**config.mk**
```make
export PLATFORM = sky130hd
export DESIGN_NAME = a0_trace_logger
export DESIGN_NICKNAME = d
export VERILOG_FILES = /design/src/rtl/a0_trace_logger.sv
export SDC_FILE = /design/constraint.sdc
export NUM_CORES = 1
export LEC_CHECK = 0
export CORE_UTILIZATION = 51
export CTS_CLUSTER_DIAMETER = 60
export CTS_CLUSTER_SIZE = 12
export DETAILED_ROUTE_END_ITERATION = 7
export PLACE_DENSITY = 0.82
export SKIP_CTS_REPAIR_TIMING = 1
export SLEW_MARGIN = 40
export SYNTH_ARGS = -nofsm -noshare
export SYNTH_HDL_FRONTEND = slang
export SYNTH_SLANG_ARGS = --single-unit
```
**constraint.sdc**
```tcl
create_clock -name clk -period 6.7 [get_ports clk]
set_input_delay 1.34 -clock clk [delete_from_list [all_inputs] [get_ports clk]]
set_output_delay 1.34 -clock clk [all_outputs]
set_load 0.03 [all_outputs]
```
**src/rtl/a0_trace_logger.sv**
```systemverilog
// Change-only trace of the core's a0 register into a small FIFO drained by a ready/valid consumer.
// Optional macro A0_TRACE_OVF_EN adds the sticky overflow flag and saturating drop counter.
module a0_trace_logger #(
    parameter int DEPTH = 8
) (
    input  logic                     clk,
    input  logic                     rst,
    input  logic [31:0]              a0,
    input  logic                     enable,
    output logic                     out_valid,
    input  logic                     out_ready,
    output logic [31:0]              out_data,
    output logic [$clog2(DEPTH):0]   count,
    output logic                     full,
`ifdef A0_TRACE_OVF_EN
    output logic                     empty,
    output logic                     overflow,
    output logic [7:0]               drop_count
`else
    output logic                     empty
`endif
);

    localparam int AW = $clog2(DEPTH);
    localparam logic [AW:0]   CNT_FULL = (AW+1)'(DEPTH);
    localparam logic [AW:0]   CNT_ONE  = (AW+1)'(1'b1);
    localparam logic [AW-1:0] PTR_ONE  = AW'(1'b1);

    logic [31:0]   mem_q [DEPTH];
    logic [AW-1:0] wptr_q, wptr_d;
    logic [AW-1:0] rptr_q, rptr_d;
    logic [AW:0]   count_q, count_d;
    logic [31:0]   last_q, last_d;
    logic          primed_q, primed_d;
    logic          capture_s, push_s, pop_s, drop_s, full_s, empty_s;

    // Capture decision, FIFO handshake and next-state computation.
    always_comb begin
        full_s    = (count_q == CNT_FULL);
        empty_s   = (count_q == {(AW+1){1'b0}});
        pop_s     = !empty_s && out_ready;
        capture_s = enable && (!primed_q || (a0 != last_q));
        // A full FIFO still accepts a sample when the head leaves in the same cycle.
        push_s    = capture_s && (!full_s || pop_s);
        drop_s    = capture_s && full_s && !pop_s;

        last_d   = last_q;
        primed_d = primed_q;
        wptr_d   = wptr_q;
        rptr_d   = rptr_q;
        count_d  = count_q;

        if (capture_s) begin
            last_d   = a0;
            primed_d = 1'b1;
        end else begin
            last_d   = last_q;
            primed_d = primed_q;
        end

        if (push_s) begin
            wptr_d = wptr_q + PTR_ONE;
        end else begin
            wptr_d = wptr_q;
        end

        if (pop_s) begin
            rptr_d = rptr_q + PTR_ONE;
        end else begin
            rptr_d = rptr_q;
        end

        case ({push_s, pop_s})
            2'b10:   count_d = count_q + CNT_ONE;
            2'b01:   count_d = count_q - CNT_ONE;
            default: count_d = count_q;
        endcase
    end

    // Control state registers with asynchronous reset.
    always_ff @(posedge clk or posedge rst) begin
        if (rst) begin
            wptr_q   <= {AW{1'b0}};
            rptr_q   <= {AW{1'b0}};
            count_q  <= {(AW+1){1'b0}};
            last_q   <= 32'h0000_0000;
            primed_q <= 1'b0;
        end else begin
            wptr_q   <= wptr_d;
            rptr_q   <= rptr_d;
            count_q  <= count_d;
            last_q   <= last_d;
            primed_q <= primed_d;
        end
    end

    // FIFO storage; contents are meaningless while empty so no reset is needed.
    always_ff @(posedge clk) begin
        if (push_s) begin
            mem_q[wptr_q] <= a0;
        end
    end

    assign out_valid = !empty_s;
    assign out_data  = mem_q[rptr_q];
    assign count     = count_q;
    assign full      = full_s;
    assign empty     = empty_s;

`ifdef A0_TRACE_OVF_EN
    logic       overflow_q;
    logic [7:0] drop_count_q;

    // Sticky overflow flag and saturating count of samples lost to a full FIFO.
    always_ff @(posedge clk or posedge rst) begin
        if (rst) begin
            overflow_q   <= 1'b0;
            drop_count_q <= 8'h00;
        end else if (drop_s) begin
            overflow_q <= 1'b1;
            if (drop_count_q != 8'hFF) begin
                drop_count_q <= drop_count_q + 8'h01;
            end
        end
    end

    assign overflow   = overflow_q;
    assign drop_count = drop_count_q;
`else
    logic unused_drop_s;
    assign unused_drop_s = drop_s;
`endif

endmodule

```
==> results of run 1 <==
[synthesized netlist by cell type (2+ instances only)]
| cell type | instances | area [um^2] |
|---|---|---|
| buf_12 | 3 | 60.06 |
| nand2b_1 | 3 | 18.77 |
| mux2_1 | 2 | 22.52 |
| and2_1 | 2 | 12.51 |
| nor2_1 | 10 | 37.54 |
| nand2_1 | 8 | 30.03 |
| nand3_1 | 5 | 25.02 |
| nand4_1 | 12 | 75.07 |
| xor2_1 | 5 | 43.79 |
| xnor2_1 | 33 | 289.0 |
| a21oi_1 | 3 | 15.01 |
| nor4_1 | 2 | 12.51 |
| nor3_1 | 6 | 30.03 |
| buf_1 | 2 | 7.510 |
| dfrtp_1 | 43 | 1076 |
| inv_1 | 7 | 26.28 |
| ha_1 | 4 | 50.05 |
| mux2i_1 | 2 | 20.02 |
| mux4_2 | 64 | 1441 |
| clkbuf_1 | 11 | 41.29 |
| buf_2 | 6 | 30.03 |
| edfxtp_1 | 256 | 7687 |
| mux2_2 | 63 | 709.4 |
[registers in the layout (all words and copies together) (netlist names)]
register / count
count: 4
rptr_q: 3
last_q: 32
primed_q: 1
mem_q: 256
wptr_q: 3
[through the flow]
step	util, %	cells
CTS	61.08	1002
global placement	57.43	950
finish	61.08	1002
detailed placement	57.53	951
floorplan	-	569
global route	61.08	1002
[kinds of logic (layout without fill, tap and decap cells)]
family / count (synthesis) / in the layout
AOI/OAI and AO/OA: 10 / 10
xor gates and xnor gates: 38 / 38
adders and majority gates: 5 / 5
buffers and inverters: 30 / 150
DFF: 299 / 299
muxes: 131 / 131
and+or+nand+nor: 56 / 56
[final timing paths]
| path | startpoint | to | slack, ns | cells past startpoint |
|---|---|---|---|---|
| setup / recovery | rptr_q[1] | out_data[25] | 2.02 | 4 |
| hold / removal | primed_q | primed_q | 0.51 | 1 |
| setup reg to reg | last_q[28] | count[3] | 3.62 | 12 |
| hold reg to reg | primed_q | primed_q | 0.51 | 1 |
| max in group asynchronous | rst | rptr_q[0] | 4.98 | 2 |
| min in group asynchronous | rst | last_q[28] | 1.29 | 2 |
[cell type report]
type / count / area (um^2)
inverter: 7 / 28.78
tap: 313 / 391.6
multi-input combinational: 240 / 3027
fill: 1530 / 8866
clock buffer: 51 / 808.3
timing repair buffer: 92 / 888.4
sequential: 299 / 8768
[critical path, stage by stage, from the launching register on]
cell	delay [ns]
dfrtp_2	0.89
buf_4	0.58
mux4_2	0.39
mux2_2	0.30
clkdlybuf4s50_1	0.61
[power by group]
part           internal (mW)  total (mW)  switching [mW]  leakage, nW
clock network          0.805        1.42           0.614        0.383
registers               2.31        2.53           0.211         2.82
logic                  0.976        2.02            1.05         1.35
total                   4.10        5.97            1.87         4.56
[metal layers]
layer,vias up,global-route usage (%),part of all wire [%]
li1,2503,-,-
met1,3033,29.07,41
met5,-,0,0
met3,40,2.730,6.7
met4,0,6.648,1.8
met2,259,34.32,50
==> results by group, run 1 <==
Status
  • Status: finished, final reports clean

CTS
  • Htree depth: 1
  • CTS root buf: clkbuf_16
  • Clock buffer depth: 3
  • Clock net sink count: around 300
  • TritonCTS buffer count: 28
  • Clock transition at path regs: 0.06 ns
  • CTS tree: built
  • Worst-Skew Late Latency: around 0.53 ns

Die
  • I/O Pins: 75
  • Core area: 22,780 um^2
  • Area of the die: between 20,000 and 25,000 um^2
  • Die X: roughly 150 um
  • Die H: 154.9 um
  • FP Rows: 55
  • Initial core utilization: 52.32%

STA
  • Slew margin rel.: 45.23%
  • Final worst-path cycle share: approximately 70%
  • Final critical-path required period: 4.683 ns
  • Final hold violation count: 0
  • Fmax: 213.5 MHz
  • Setup TNS: 0 ns
  • Slew Limit Fails: 0
  • Fin Hold WS: 0.5089 ns
  • PnR worst setup slack: 2.017 ns
  • Worst-margin pin slew: 0.8215 ns
  • Final setup fails: 0
  • Worst Skew: 0.02345 ns
  • RSZ-0062 raised after global routing: false

Place
  • DP Worst Slack: 1.981 ns
  • Port buffer count: 74
  • Hpwl dp: 14,650 um
  • Post-DP Area: 13,100 um^2
  • Final GP Congestion: 0.7728

Detailed routing
  • Total number of vias: between 5,000 and 6,000
  • Remaining DRCs: 0
  • Post-DRT Antenna Nets: 0
  • 1st-pass router iterations: 5
  • Final WL: 23,860 um
  • WL per Instance: between 20 and 25 um
  • DRT iter0 DRCs: 522
  • Via density: approximately 5.8

Critical path
  • CP max FO: 34
  • Setup CP Type: reg -> out
  • CP endpoint kind: output pin
  • Worst Path Required: 5.36 ns
  • CP Data Arrival Time: 3.34 ns
  • Startpoint types: flip-flop

Pwr
  • Leak Pwr: ~4.6 nW
  • Tot Pwr: 5.967 mW
  • VDD IR-drop max: roughly 0.24 mV
  • Power density over the cells: 428.9 nW/um^2

Synthesis
  • Syn avg cell area: 20.94 um^2
  • Synth warn: 0
  • Synth Register Bits: 299
  • Yosys cell types: 40
  • Gate Count Post-Synth: approximately 570
  • Syn_nets: a little over 600
  • Post-synthesis sequential area ratio: 73.53%
  • Post-synth EDFFs: 256
  • Synth Flop Type: edfxtp_1
  • Multiplexer area fraction after synthesis: between 15 and 20%
  • Post-Syn Area: approximately 12,000 um^2
  • Simple-gate share of the synthesized area: 2.593%
  • Post-Synth XOR/XNOR Area: 2.793%
  • Ys async rst share: 14.38%
  • Largest family of logic cells by synthesized area: multiplexers
  • Post-Synth Adder-Cell Area: 0.5879%
  • Area fraction in compound gates after synthesis: less than 1%

Cells and area
  • N_diodes: 0
  • Most common cell after layout, fill and taps aside: edfxtp_1
  • Nets: 709
  • Area delta synth->final: 16.73%
  • Most frequent cells in the layout: 256 x edfxtp_1, 74 x clkdlybuf4s50_1, 64 x mux4_2
  • Design area: roughly 14,000 um^2
  • Share of cells above drive strength 1: 27.43%

Global route
  • All-Layer GR Usage: between 20% and 30%
  • Remaining global-route overflow: 0
  • Vias in the first global route: 6,236
  • Largest net degree at the start of global routing: 44
  • Global-route wire length before repair: around 37,000 um
  • Initial antenna violation count: 0

Hold path
  • Hold Path Class: reg -> reg

Job
  • Max Cap Violations: 0
No activity file was read; power rests on OpenSTA's default activity.
==> inputs of run 2 (changes only) <==
==> constraint.sdc (replaced) <==
create_clock -name clk -period 4.7 [get_ports clk]
set_input_delay 0.94 -clock clk [delete_from_list [all_inputs] [get_ports clk]]
set_output_delay 0.94 -clock clk [all_outputs]
set_load 0.03 [all_outputs]
==> run 2 against run 1 <==
Die area stayed put. Combinational power is 45% higher. Total power is 43% higher. Highest routed layer unchanged. Non-clock buffer count stayed put. Critical path type unchanged.
==> results by group, run 2 (synthesis gave the netlist of run 1 again) <==
Pwr
  • Tot Pwr: 8.562 mW (+43%)
  • Sw Pwr: 2.681 mW (+43%)
  • Cell-internal power: 5.880 mW (+44%)
  • Clk pwr share: 23.7% (about the same)
  • Switching Share: 31.32% (-0.046 points)
  • Comb power frac: 34.1% (+0.2 points)
  • Leak Pwr: 4.574 nW (+0.42%)
  • VDD IR-drop max: 0.2916 mV (+23%)
  • Power density over the cells: 612.1 nW/um^2 (+43%)
  • Sequential power share: 42.2% (about the same)

Die
  • Die X: 154.9 um (unchanged)
  • Core area: 22,780 um^2 (unchanged)
  • Die H: 154.9 um (unchanged)
  • FP Rows: 55 (unchanged)
  • Area of the die: 23,980 um^2 (unchanged)
  • I/O Pins: 75 (unchanged)
  • Initial core utilization: 52.32% (unchanged)

Critical path
  • Worst Path Required: 3.76 ns (-1.60 ns)
  • Reg2Reg Capture Point: count[3]
  • Startpoint types: flip-flop
  • FF-to-FF setup slack: 1.91 ns (-1.71 ns)
  • Setup CP Type: reg -> out
  • Reg2reg start: last_q[4]
  • R2r worst-path depth: 12 (unchanged)
  • CP max FO: 28 (-18%)
  • CP Data Arrival Time: 3.15 ns (-0.19 ns)
  • CP endpoint kind: output pin

STA
  • Final hold violation count: 0 (unchanged)
  • Setup TNS: 0 ns (unchanged)
  • Final setup fails: 0 (unchanged)
  • Final critical-path required period: about 4.1 ns
  • Worst Skew: 0.01790 ns (-0.005542 ns)
  • Slew Limit Fails: 0 (unchanged)
  • Fin Hold WS: 0.4859 ns (-0.02298 ns)
  • Slew margin rel.: 43.42% (-1.8 points)
  • Worst-margin pin slew: 0.8488 ns (+0.02723 ns)
  • PnR worst setup slack: 0.6097 ns (-1.407 ns)
  • Final worst-path cycle share: 87.03%
  • Fmax: 244.5 MHz
  • RSZ-0062 raised after global routing: false

Detailed routing
  • Post-DRT Antenna Nets: 0 (unchanged)
  • Total number of vias: 5,827 (-0.14%)
  • WL per Instance: 23.54 um (-1.1%)
  • 1st-pass router iterations: 5 (unchanged)
  • Via density: 5.810 (-0.24%)
  • Final WL: 23,610 um (-1.0%)
  • Remaining DRCs: 0 (unchanged)
  • DRT iter0 DRCs: 560 (+7.3%)

Cells and area
  • Final core utilization: 61.41% (+0.33 points)
  • Biggest register: mem_q
  • Share of cells above drive strength 1: 27.39% (-0.040 points)
  • Most frequent cells in the layout: 256 x edfxtp_1, 74 x clkdlybuf4s50_1, 64 x mux4_2
  • N_diodes: 0 (unchanged)
  • Non-Filler Instances: 1,003 (+0.10%)
  • Area delta synth->final: 17.37%
  • Design area: 13,990 um^2 (+0.54%)
  • Nets: 709 (unchanged)
  • Max reg flops: 256 (unchanged)
  • Most common cell after layout, fill and taps aside: edfxtp_1

Place
  • DP Worst Slack: 0.7719 ns (-1.209 ns)
  • # placed instances: 951 (unchanged)
  • Post-DP Area: 13,180 um^2 (+0.54%)
  • Final GP Congestion: 0.8392 (+8.6%)
  • Port buffer count: 74 (unchanged)
  • Hpwl dp: 14,160 um (-3.4%)

CTS
  • Worst-Skew Late Latency: 0.54 ns (about the same)
  • Clock buffer depth: 3 (unchanged)
  • Htree depth: 1 (unchanged)
  • CTS root buf: clkbuf_16
  • TritonCTS buffer count: 28 (unchanged)
  • Clock net sink count: 299 (unchanged)
  • Clock transition at path regs: 0.06 ns (about the same)
  • CTS tree: built

Global route
  • Largest net degree at the start of global routing: 44 (unchanged)
  • Remaining global-route overflow: 0 (unchanged)
  • Global-route wire length before repair: 36,930 um (+0.17%)
  • Vias in the first global route: 6,218 (-0.29%)
  • Initial antenna violation count: 0 (unchanged)
  • All-Layer GR Usage: 20.67% (-0.12 points)

Hold path
  • Hold Startpoint: primed_q
  • WHS Endpoint: primed_q
  • Hold Path Class: reg -> reg
  • Hold path cells: 1 (unchanged)

Status
  • Status: finished, final reports clean

Job
  • Max Cap Violations: 0 (unchanged)
run 2: changes by cell type in the layout (fill, tap and decap cells not counted), sizes merged:
| cell | delta |
|---|---|
| clkbuf | +1 |
run 2: metal layers:
| layer | vias to the layer above | wire, um | GRT usage [%] |
|---|---|---|---|
| li1 | 2514 | - | - |
| met1 | 3044 | 9660 | 28.64 |
| met2 | 219 | 11910 | 34.17 |
| met3 | 50 | 1376 | 2.953 |
| met4 | 0 | 658 | 6.789 |
| met5 | - | 0 | 0 |
run 2: area by class of cell:
type	instances	area (um^2)
fill	1536	8791
sequential	299	8768
multi-input combinational	240	3035
timing repair buffer	92	950.9
clock buffer	52	812.0
tap	313	391.6
inverter	7	28.78
run 2: worst max-delay path, stage by stage (launching register included):
cell	delay, ns
dfrtp_4	0.82
buf_4	0.35
mux4_2	0.53
mux2_2	0.31
clkdlybuf4s50_1	0.60
run 2: worst max path at each step:
stage	end	start	cells after the start	slack (ns)
after floorplan	mem_q[2][0]	a0[24]	6	0.28
after global placement	count[3]	a0[18]	13	0.91
after detailed placement	count[3]	a0[11]	13	0.77
after CTS	out_data[1]	rptr_q[0]	4	0.55
after global routing	out_data[1]	rptr_q[0]	4	0.46
final	out_data[1]	rptr_q[0]	4	0.61
run 2: power by group through the flow:
stage                     sequential, mW  clock (mW)  combinational (mW)
after floorplan                     3.49           0                2.01
after global placement              3.63           0                2.89
after detailed placement            3.67           0                2.95
after CTS                           3.62        2.06                2.96
after global routing                3.65        2.17                3.09
final                               3.61        2.03                2.92
==> inputs of run 3 (changes only) <==
--- a/config.mk
+++ b/config.mk
@@ -5,6 +5,7 @@
 export SDC_FILE = /design/constraint.sdc
 export NUM_CORES = 1
 export LEC_CHECK = 0
+export CAP_MARGIN = 20
 export CORE_UTILIZATION = 51
 export CTS_CLUSTER_DIAMETER = 60
 export CTS_CLUSTER_SIZE = 12
==> results of run 3 <==
No change in the layout: final DEF, timing and power equal those of run 2.
